$ cat src/rtl/move_cmd_dispatcher.sv
// Move command dispatcher: turns debounced button pulses into a queued stream of
// move commands, resolving opposing presses, and hands them to the game core via valid/ready.
module move_cmd_dispatcher #(
    parameter int unsigned ADDR_W = 2
) (
    input  logic              clk,
    input  logic              reset,
    input  logic              btn_left_pulse,
    input  logic              btn_right_pulse,
    input  logic              btn_rotate_pulse,
    input  logic              btn_down_pulse,
    input  logic              flush,
    output logic              cmd_valid,
    output logic [1:0]        cmd_code,
    input  logic              cmd_ready,
    output logic [ADDR_W:0]   fifo_level,
    output logic [7:0]        drop_cnt
);

    localparam int unsigned DEPTH = 2 ** ADDR_W;

    localparam logic [1:0] CODE_LEFT   = 2'd0;
    localparam logic [1:0] CODE_RIGHT  = 2'd1;
    localparam logic [1:0] CODE_ROTATE = 2'd2;
    localparam logic [1:0] CODE_DOWN   = 2'd3;

    logic              pend_l_q, pend_r_q, pend_rot_q, pend_dn_q;
    logic              pend_l_d, pend_r_d, pend_rot_d, pend_dn_d;
    logic [ADDR_W-1:0] rd_ptr_q, rd_ptr_d, wr_ptr_q, wr_ptr_d;
    logic [ADDR_W:0]   level_q, level_d;
    logic [7:0]        drop_q, drop_d;
    logic [1:0]        mem_q [DEPTH];

    logic       can_push, push, pop;
    logic       enq_l, enq_r, enq_rot, enq_dn;
    logic [1:0] push_code;
    logic       left_only, right_only, rot_in, dn_in;
    logic       set_l, set_r, clr_l, clr_r;
    logic       drop_l, drop_r, drop_rot, drop_dn, any_drop;

    // Enqueue selection from registered flags; rotate > left > right > down.
    always_comb begin
        can_push = ~level_q[ADDR_W];
        enq_rot  = can_push & pend_rot_q;
        enq_l    = can_push & ~pend_rot_q & pend_l_q;
        enq_r    = can_push & ~pend_rot_q & ~pend_l_q & pend_r_q;
        enq_dn   = can_push & ~pend_rot_q & ~pend_l_q & ~pend_r_q & pend_dn_q;
        push     = ~flush & (enq_rot | enq_l | enq_r | enq_dn);
        pop      = ~flush & cmd_valid & cmd_ready;
        push_code = CODE_DOWN;
        if (enq_rot) begin
            push_code = CODE_ROTATE;
        end else if (enq_l) begin
            push_code = CODE_LEFT;
        end else if (enq_r) begin
            push_code = CODE_RIGHT;
        end
    end

    // Pulse resolution; a flush discards every pulse in its cycle.
    always_comb begin
        left_only  = ~flush & btn_left_pulse & ~btn_right_pulse;
        right_only = ~flush & btn_right_pulse & ~btn_left_pulse;
        rot_in     = ~flush & btn_rotate_pulse;
        dn_in      = ~flush & btn_down_pulse;

        // An opposing pending flag cancels; otherwise a still-set flag drops the pulse.
        set_l  = left_only & ~pend_r_q & (~pend_l_q | enq_l);
        set_r  = right_only & ~pend_l_q & (~pend_r_q | enq_r);
        clr_l  = enq_l | (right_only & pend_l_q);
        clr_r  = enq_r | (left_only & pend_r_q);
        drop_l = left_only & ~set_l;
        drop_r = right_only & ~set_r;
        drop_rot = rot_in & pend_rot_q & ~enq_rot;
        drop_dn  = dn_in & pend_dn_q & ~enq_dn;
        any_drop = drop_l | drop_r | drop_rot | drop_dn;

        pend_l_d   = set_l | (pend_l_q & ~clr_l);
        pend_r_d   = set_r | (pend_r_q & ~clr_r);
        pend_rot_d = rot_in | (pend_rot_q & ~enq_rot);
        pend_dn_d  = dn_in | (pend_dn_q & ~enq_dn);

        drop_d = drop_q;
        if (any_drop && drop_q != 8'hff) begin
            drop_d = drop_q + 8'd1;
        end

        rd_ptr_d = pop ? rd_ptr_q + 1'b1 : rd_ptr_q;
        wr_ptr_d = push ? wr_ptr_q + 1'b1 : wr_ptr_q;
        level_d  = level_q;
        if (push && !pop) begin
            level_d = level_q + 1'b1;
        end else if (pop && !push) begin
            level_d = level_q - 1'b1;
        end

        if (flush) begin
            pend_l_d   = 1'b0;
            pend_r_d   = 1'b0;
            pend_rot_d = 1'b0;
            pend_dn_d  = 1'b0;
            rd_ptr_d   = '0;
            wr_ptr_d   = '0;
            level_d    = '0;
        end
    end

    always_ff @(posedge clk or posedge reset) begin
        if (reset) begin
            pend_l_q   <= 1'b0;
            pend_r_q   <= 1'b0;
            pend_rot_q <= 1'b0;
            pend_dn_q  <= 1'b0;
            rd_ptr_q   <= '0;
            wr_ptr_q   <= '0;
            level_q    <= '0;
            drop_q     <= '0;
        end else begin
            pend_l_q   <= pend_l_d;
            pend_r_q   <= pend_r_d;
            pend_rot_q <= pend_rot_d;
            pend_dn_q  <= pend_dn_d;
            rd_ptr_q   <= rd_ptr_d;
            wr_ptr_q   <= wr_ptr_d;
            level_q    <= level_d;
            drop_q     <= drop_d;
        end
    end

    // Storage is reset so cmd_code reads 0 out of reset.
    always_ff @(posedge clk or posedge reset) begin
        if (reset) begin
            for (int unsigned i = 0; i < DEPTH; i++) begin
                mem_q[i] <= 2'd0;
            end
        end else if (push) begin
            mem_q[wr_ptr_q] <= push_code;
        end
    end

    assign cmd_valid  = (level_q != '0);
    assign cmd_code   = mem_q[rd_ptr_q];
    assign fifo_level = level_q;
    assign drop_cnt   = drop_q;

endmodule

$ cat config.mk
export PLATFORM = sky130hd
export DESIGN_NAME = move_cmd_dispatcher
export DESIGN_NICKNAME = d
export VERILOG_FILES = /design/src/rtl/move_cmd_dispatcher.sv
export SDC_FILE = /design/constraint.sdc
export NUM_CORES = 1
export LEC_CHECK = 0
export BUFFER_PORTS_ARGS = -buffer_cell sky130_fd_sc_hd__buf_4
export CAP_MARGIN = 40
export CORE_MARGIN = 8
export CORE_UTILIZATION = 44
export DETAILED_ROUTE_END_ITERATION = 7
export HOLD_SLACK_MARGIN = 0.15
export PLACE_DENSITY = 0.68
export SLEW_MARGIN = 20
export SYNTH_ARGS = -nofsm -noshare
export SYNTH_HDL_FRONTEND = slang
export SYNTH_SLANG_ARGS = --single-unit
$ cat constraint.sdc
create_clock -name clk -period 1.89 [get_ports clk]
set_input_delay 0.378 -clock clk [delete_from_list [all_inputs] [get_ports clk]]
set_output_delay 0.378 -clock clk [all_outputs]
set_load 0.01 [all_outputs]
---- After elaboration in Yosys (flattened, before gate mapping) ----
Index checks and enable logic that the tools add are counted.
W data, S select, Z words.
storage, ports and cells
  word-level logic and storage cells ...... 112
  output and inout bits ................... 14
  bits of input ports ..................... 8
  bits in read-only memories .............. 0
  register bits ........................... 27
  bits in latches ......................... 0
  bits in writable memories ............... 0
  memories kept ........................... 0
operators by class
  add/sub/neg operators ................... 5
  bitwise logic cells ..................... 61
  $mul .................................... 0
  muxes and demuxes ....................... 20
  eq/ne operators ......................... 1
  shifts and indexed selects .............. 0
  reduce and logical (&&, ||, !) cells .... 10
  magnitude comparators ................... 3
  div/mod/pow operators ................... 0
operators by type and width
  kind                   number
  $and A1 B1 Y1          32
  $mux W2                10
  $or A1 B1 Y1           14
  $not A1 Y1             13
  $mux W3                3
  $add A8 B1 Y8 const B  1
  $bwmux W8              1
  $ne A8 B8 Y1 const B   1
  $ge A3 B3 Y1 const B   2
  $not A2 Y3             2
  $reduce_bool A3 Y1     2
  $add A2 B1 Y2 const B  2
  $bmux W2 S2            1
  $demux W2 S2           1
  $logic_and A1 B1 Y1    4
  $mux W1                4
  $reduce_bool A2 Y1     2
  $add A3 B1 Y3 const B  1
  $lt A3 B1 Y1 const B   1
  $sub A3 B1 Y3 const B  1
  $logic_not A1 Y1       2

---- Longest topological paths before layout ----
Gate-level depths: netlist of run 1.
  depth in word-level cells ............... 12
  mapped depth ............................ 8

---- Worst setup path after synthesis of run 1 ----
Ideal clock, no wire load.
  kind .................................... register to register
  start ................................... reg level_q[2] (netlist: fifo_level[2])
  end ..................................... reg level_q[2] (netlist: fifo_level[2])
  slack ................................... -0.179 ns
  library setup time ...................... 0.078 ns
  clock period less this slack ............ 2.069 ns
  stages on the path, launching flop included .. 9
  arrival time ............................ 1.991 ns
  required time ........................... 1.812 ns
  buffers on the path ..................... 1
  path through ............................ dfrtp_1 or3_1 and2_1 clkbuf_1 nor2b_1 fa_1 nand2_1 or3_1 a21oi_1
RTL lines
  item                          RTL line  text
  start, declared               30        logic [ADDR_W:0] level_q, level_d;
  start signal, assigned        125       level_q <= level_d;
  $reduce_bool A3 Y1 *          141       assign cmd_valid = (level_q != '0);
  net cmd_valid                 13        output logic cmd_valid,
  $and A1 B1 Y1 * (2 in a row)  49        pop = ~flush & cmd_valid & cmd_ready;
  $logic_not A1 Y1              91        if (push && !pop) begin
  $logic_and A1 B1 Y1           91
  $mux W3                       91
  $mux W3                       97        if (flush) begin
Mark *: on every way through the listed nets, which the timed path passes. The rest lies on a longest branch. The select of a mux whose other input is x is not followed.
A chain may end at the register's enable or synchronous reset.

---- Worst setup path after layout of run 1 ----
  start ................................... reg level_q[2] (netlist: fifo_level[2])
  end ..................................... reg level_q[2] (netlist: fifo_level[2])
on the way
  longest elaborated chain between the ends .. 10
ends and longest elaborated chain
  item                                                            RTL line    text
  $not A1 Y1                                                      43          can_push = ~level_q[ADDR_W];
  $and A1 B1 Y1                                                   45, 46, 47
  $and A1 B1 Y1 (on tied branches)                                45, 46, 47
  $or A1 B1 Y1, or another cell as far along                      48          push = ~flush & (enq_rot | enq_l | enq_r | enq_dn);
  $or A1 B1 Y1 / $and A1 B1 Y1 (equally long branches)            48, 47
  $or A1 B1 Y1                                                    48
  $and A1 B1 Y1                                                   48
  $logic_and A1 B1 Y1 / $logic_not A1 Y1 (equally long branches)  91, 93
  $mux W3 / $logic_and A1 B1 Y1 (equally long branches)           91, 93
  $mux W3 / $reduce_bool A3 Y1 (equally long branches)            --
Several ways; a longest one is shown, not always the timed one. The select of a mux whose other input is x is not followed.

==> key figures, run 1 <==
Synthesis
  – Post-Syn Instances: about 140
  – Synth area leaders: dfrtp_1, mux2_2, nor2_1, ha_1, xnor2_1
  – Yosys reg bits: 27
  – Ys Warns: 0
  – Cell Area, Synth: 1441 um^2
  – Sequential area share after synthesis: between 40% and 50%
  – Syn_nets: approximately 150
  – Ys flop type: dfrtp_1
  – Syn Area/Cell: between 10 and 15 um^2
  – Cell taking the most area after synthesis: dfrtp_1
  – Ys async rst share: between 90% and 100%
  – EDFF count, synth: 0
  – Cell variety after synth: 37
  – Post-synth top area share: a little under half

Layout
  – Fill count: approximately 280
  – Seq. cell area: approximately 680 um^2
  – Most common cell after layout, fill and taps aside: buf_4
  – Ratio of cells with drive above 1 in the final layout: 39.31%
  – Most frequent cells in the layout: buf_4, dfrtp_1, nor2_1
  – Multi-input gate area: 764.5 um^2
  – Net count, final: 188
  – Non-filler cells, final: ~220
  – ANT cells: 0
  – Area delta synth->final: 27.08%

Critical path
  – FF-to-FF Start: fifo_level[2]$_DFFE_PP0P_
  – Worst path arrival time: around 2.1 ns
  – R2R Path End: fifo_level[2]$_DFFE_PP0P_
  – R2R setup slack: between 0.04 and 0.05 ns
  – Crit start category: flip-flop
  – Critical Path End Type: flip-flop
  – Setup crit end: fifo_level[2]$_DFFE_PP0P_
  – Setup CP Type: reg2reg
  – Critical Path RT: roughly 2.2 ns
  – Worst r2r path cells: 7
  – Max FO, Critical Path: 4
  – Crit path from: fifo_level[2]$_DFFE_PP0P_

Placed design
  – Placer Congestion: 0.8447
  – Hpwl dp: ~2200 um
  – Placed Cells: 208
  – Pre-CTS WS: -0.01261 ns
  – PortBufs: 21

Timing
  – Final slew viol count: 0
  – Worst clock skew: roughly 0.0049 ns
  – Max Freq: between 500 and 600 MHz
  – Setup ws final: roughly 0.041 ns
  – RSZ-0062 raised after global routing: yes
  – Setup TNS: 0 ns
  – Setup-failing EPs final: 0
  – Tcrit/Tclk final: between 90% and 100%
  – Final Hold Fails: 0
  – Max-slew headroom: approximately 68%
  – Worst-Margin Slew: between 0.4 and 0.5 ns
  – Tmin final: ~1.8 ns

Pwr
  – Static leakage: 0.0008142 uW
  – Combinational share of power: 49.2%
  – Switch share: between 30% and 40%
  – VDD IR-drop max: 0.5718 mV
  – Power per Cell Area: about 1300 nW/um^2
  – Sequential Power Share: between 40% and 50%
  – Post-route total power: 2310 uW
  – Net Sw Power: approximately 840 uW
  – Cell internal pwr: approximately 1500 uW
  – Proportion of power drawn by the clock network: between 10% and 20%

Clocking
  – Reg clk slew, reported paths: between 0.1 and 0.15 ns
  – CTS sink cnt: 27
  – TritonCTS clock tree: built
  – Bufs on Longest Clock Path: 2
  – H-tree depth: 1
  – CTS Buf Count: 3
  – Clk_lat worst skew: approximately 0.32 ns
  – Root buf cell: clkbuf_4

Global route
  – Initial antenna violation count: 0
  – Vias in the first global route: 1,209
  – GRT Total Usage: about 12%
  – GR Overflow Total: 0
  – First-pass GRT wire length: about 5200 um
  – Largest net degree at the start of global routing: 28

Route
  – Routed WL: just under 3000 um
  – Wire per inst: 13.33 um
  – Drc violations: 0
  – Antenna viol nets, final: 0
  – Pre-antenna DRT Iters: 4
  – DRT iter0 DRCs: 30
  – Vias: ~1,100
  – Vias per cell: around 5

Die
  – Chip Height: between 70 and 80 um
  – Core Footprint: 3078 um^2
  – Ports: 22
  – Starting density of the core: between 40% and 50%
  – Die area: around 5400 um^2
  – Row Count: 20
  – Die X: 73.24 um

Status
  – Outcome: finished, final reports clean

Flow run
  – Number of max-cap violations: 0

Worst hold path
  – Tightest Hold Check Type: in2reg
-- flip-flops by register name, indices dropped and copies added, names as in the netlist --
name / count
drop_cnt: 8
mem_q: 8
fifo_level: 3
rd_ptr_q: 2
wr_ptr_q: 2
pend_dn_q: 1
pend_l_q: 1
pend_r_q: 1
pend_rot_q: 1
-- worst min path at each step --
stage                      from                         to  slack (ns)  cells after the start
final                     flush  fifo_level[1]$_DFFE_PP0P_        0.27                      2
after global placement    reset    drop_cnt[5]$_DFFE_PP0P_        0.46                      3
after CTS                 flush  fifo_level[1]$_DFFE_PP0P_        0.25                      2
after global routing      flush  fifo_level[1]$_DFFE_PP0P_        0.26                      2
after detailed placement  reset    drop_cnt[7]$_DFFE_PP0P_        0.47                      3
after floorplan           reset    drop_cnt[0]$_DFFE_PP0P_        0.43                      1
-- repair_timing --
item                                    CTS  global route
hold buffers                              1             0
gates cloned                              0             0
endpoints found under the hold margin    27             0
resized for setup                         2             5
endpoints found under the setup margin    1             4
setup buffers                             4             0
pin swaps                                 2             3
-- through the flow --
stage | area [um^2] | hold slack (ns) | util [%]
detailed placement | 1737 | 0.4665 | 56.42
floorplan | 1474 | 0.4307 | -
global placement | 1737 | 0.4599 | 56.42
CTS | 1814 | 0.2514 | 58.94
finish | 1832 | 0.2709 | 59.51
global route | 1832 | 0.2552 | 59.51
-- power by group through the flow --
stage	Combinational [uW]	Sequential [uW]	Clock (uW)
after floorplan	675	947	0
after global placement	1020	937	0
after detailed placement	1050	946	0
after CTS	1130	927	261
after global routing	1270	962	278
final	1140	929	245
-- worst max-delay path, stage by stage, from the launching register on --
cell,delay [ns]
dfrtp_1,0.44
or3_4,0.38
and2_4,0.16
nor2b_4,0.10
fa_2,0.22
nand2_2,0.05
or3_4,0.32
a21oi_2,0.12
-- kinds of logic (layout without fill, tap and decap cells) --
logic type / count (synthesis) / after routing / share of synthesized area (%)
buf+inv: 9 / 47 / 3.386
compound gates: 19 / 19 / 8.855
simple gates: 53 / 53 / 18.49
xor+xnor: 9 / 9 / 5.469
flops: 27 / 27 / 46.88
fa+ha+maj: 6 / 6 / 5.729
mux: 12 / 12 / 11.20
-- synthesized netlist by cell type (all sizes together), types with 2 or more instances --
master / n
buf: 2
nand2: 12
nand2b: 2
nor2b: 4
ha: 5
inv: 5
nand3b: 2
a21oi: 8
xor2: 3
o21ai: 3
nand3: 3
dfrtp: 27
nor4: 2
or3: 2
mux2: 10
nor3: 2
xnor2: 6
mux4: 2
clkbuf: 2
nor2: 18
-- area by class of cell --
| cell class | instances | area share [%] |
|---|---|---|
| repair buffers | 38 | 15.71 |
| flip-flops and latches | 27 | 37.02 |
| inverters | 5 | 1.025 |
| well taps | 44 | 3.005 |
| clock buffers | 3 | 1.230 |
| clock inverters | 1 | 0.2732 |
| multi-input cells | 99 | 41.73 |
-- layer usage --
metal | global-route usage, % | vias up | wire, um
li1 | - | 542 | -
met4 | 4.667 | 0 | 29
met2 | 20.95 | 24 | 1425
met5 | 0 | - | 0
met3 | 2.335 | 4 | 124
met1 | 14.41 | 520 | 1312
No activity file was read; power rests on OpenSTA's default activity.
==> run 2, diff against run 1 <==
- CORE_MARGIN: 8 -> 2
- CORE_UTILIZATION: 44 -> 59
- PLACE_DENSITY: 0.68 -> 0.83
- clock period: 1.89 -> 2.2 ns (I/O delays scaled with it)
==> run 2 against run 1 <==
Non-clock buffer count decreased by 11. Utilization increased by 15 points. Final cell count decreased by 12%. Final area decreased by 7.8%. Sequential share of layout area increased by 3.1 points. Maximum frequency decreased by 8.3%. Die area decreased by 47%. Routed wire length decreased by 8.0%. Largest power group is now sequential cells.
==> key figures, run 2 (same netlist as run 1, synthesis figures left out) <==
Status
  – Outcome: finished, final reports clean

Clocking
  – Root buf cell: clkbuf_4
  – Reg clk slew, reported paths: 0.14 ns
  – CTS Buf Count: 3
  – Clk_lat worst skew: between 0.3 and 0.4 ns
  – H-tree depth: 1
  – TritonCTS clock tree: built
  – Post-CTS setup buffers: 0
  – Bufs on Longest Clock Path: 2
  – CTS sink cnt: 27

Critical path
  – FF-to-FF Start: pend_rot_q$_DFF_PP0_
  – Worst r2r path cells: 7
  – CP cell instances: nor4_4 -> nor3_1 -> nor2b_1 -> fa_1 -> nor4_1 -> a21oi_1 -> a21oi_1
  – Crit start category: flip-flop
  – Slowest cell on the critical path: dfrtp_1
  – Setup CP Type: reg2reg
  – R2R Path End: fifo_level[2]$_DFFE_PP0P_
  – Crit path from: pend_rot_q$_DFF_PP0_
  – Crit-path max cell delay: 0.49 ns
  – R2R setup slack: between 0.15 and 0.2 ns
  – Critical Path End Type: flip-flop
  – Critical Path RT: 2.48 ns
  – Critical path buffer and inverter count: 0
  – Most common cell on crit path: a21oi_1
  – Top delay family on crit path: simple AND/OR/NAND/NOR gates
  – Worst path arrival time: about 2.3 ns
  – Critical path depth in cells: 7
  – Max FO, Critical Path: 7

Timing
  – Tcrit/Tclk final: 91.67%
  – Worst hold slack: 0.3230 ns
  – RSZ-0062 raised after global routing: no
  – Final Hold Fails: 0
  – Max Freq: ~500 MHz
  – Tmin final: roughly 2 ns
  – Worst-Margin Slew: about 0.48 ns
  – Setup-failing EPs final: 0
  – Worst clock skew: 0.002777 ns
  – Max-slew headroom: roughly 67%
  – Setup TNS: 0 ns
  – Final slew viol count: 0

Placed design
  – Placer Congestion: approximately 0.75
  – PortBufs: 21
  – Post-DP Area: roughly 1600 um^2
  – Placed Cells: ~190
  – Hpwl dp: just under 2000 um

Route
  – Pre-antenna DRT Iters: 4
  – Vias per cell: approximately 5.6
  – DRT iter0 DRCs: 26
  – Routed WL: 2661 um
  – Antenna viol nets, final: 0
  – Vias: around 1,100
  – Wire per inst: approximately 14 um
  – Drc violations: 0

Layout
  – Area delta synth->final: 17.19%
  – Net count, final: approximately 180
  – Most frequent cells in the layout: dfrtp_1, buf_4, nor2_1
  – Fill count: about 160
  – ANT cells: 0
  – Fin area: between 1500 and 2000 um^2
  – Ratio of cells with drive above 1 in the final layout: between 20% and 30%
  – Non-filler cells, final: between 150 and 200

Pwr
  – Static leakage: around 0.00075 uW
  – Post-route total power: 1839 uW
  – VDD IR-drop max: around 0.7 mV
  – Power per Cell Area: between 1000 and 1500 nW/um^2

Flow run
  – Number of max-cap violations: 0

Global route
  – First-pass GRT wire length: about 4600 um
  – GR Overflow Total: 0
  – GRT Total Usage: roughly 22%
  – Largest net degree at the start of global routing: 28
  – Vias in the first global route: approximately 1,000
  – Initial antenna violation count: 0

Die
  – Chip Height: ~53 um
  – Die area: approximately 2900 um^2
  – Starting density of the core: approximately 64%
  – Ports: 22
  – Core Footprint: 2255 um^2
  – Die X: between 50 and 60 um
  – Row Count: 17

Worst hold path
  – Min-delay src: btn_rotate_pulse
  – Cells on Worst Hold Path: 3
  – Hold path endpoint: pend_rot_q$_DFF_PP0_
  – Tightest Hold Check Type: in2reg
[run 2: report_power, final]
part,internal [uW],switching (uW)
clock network,68.5,153
logic,435,371
registers,655,155
[run 2: repair_timing]
item                                    4_1_cts  5_1_grt
hold buffers                                  1        0
gates resized for setup                       0        2
hold endpoints to repair                     16        0
endpoints found under the setup margin        0        1
[run 2: area by class of cell]
type,count,area [um^2],share of cell area [%]
tap,28,35.03,2.074
clock inverter,1,5.005,0.2963
clock buffer,3,22.52,1.333
multi-input combinational,99,725.7,42.96
inverter,5,18.77,1.111
timing repair buffer,27,205.2,12.15
sequential,27,676.9,40.07
[run 2: worst max-delay path by stage]
stage	slack, ns	end
floorplan	0.13	fifo_level[2]$_DFFE_PP0P_
global placement	0.26	fifo_level[2]$_DFFE_PP0P_
detailed placement	0.21	fifo_level[2]$_DFFE_PP0P_
CTS	0.16	fifo_level[2]$_DFFE_PP0P_
global route	0.03	fifo_level[2]$_DFFE_PP0P_
finish	0.18	fifo_level[2]$_DFFE_PP0P_
[run 2: per-layer routing]
layer / vias up / wire [um] / global-route usage (%)
li1: 522 / - / -
met1: 509 / 1230 / 29.78
met2: 22 / 1321 / 36.63
met3: 2 / 83 / 2.542
met4: 0 / 26 / 7.692
met5: - / 0 / 0
[run 2: stage by stage]
step / worst slack (ns) / util [%]
2_1_floorplan: 0.1312 / -
3_3_place_gp: 0.2572 / 72.81
3_5_place_dp: 0.2095 / 72.81
4_1_cts: 0.1590 / 74.47
5_1_grt: 0.02981 / 74.92
6_report: 0.1834 / 74.92
[run 2: worst reg2reg max path: stages, from the launching register on]
cell and delay (ns):
dfrtp_1 0.49, nor4_4 0.31, nor3_1 0.10, nor2b_1 0.15, fa_1 0.40, nor4_1 0.29
a21oi_1 0.07, a21oi_1 0.14
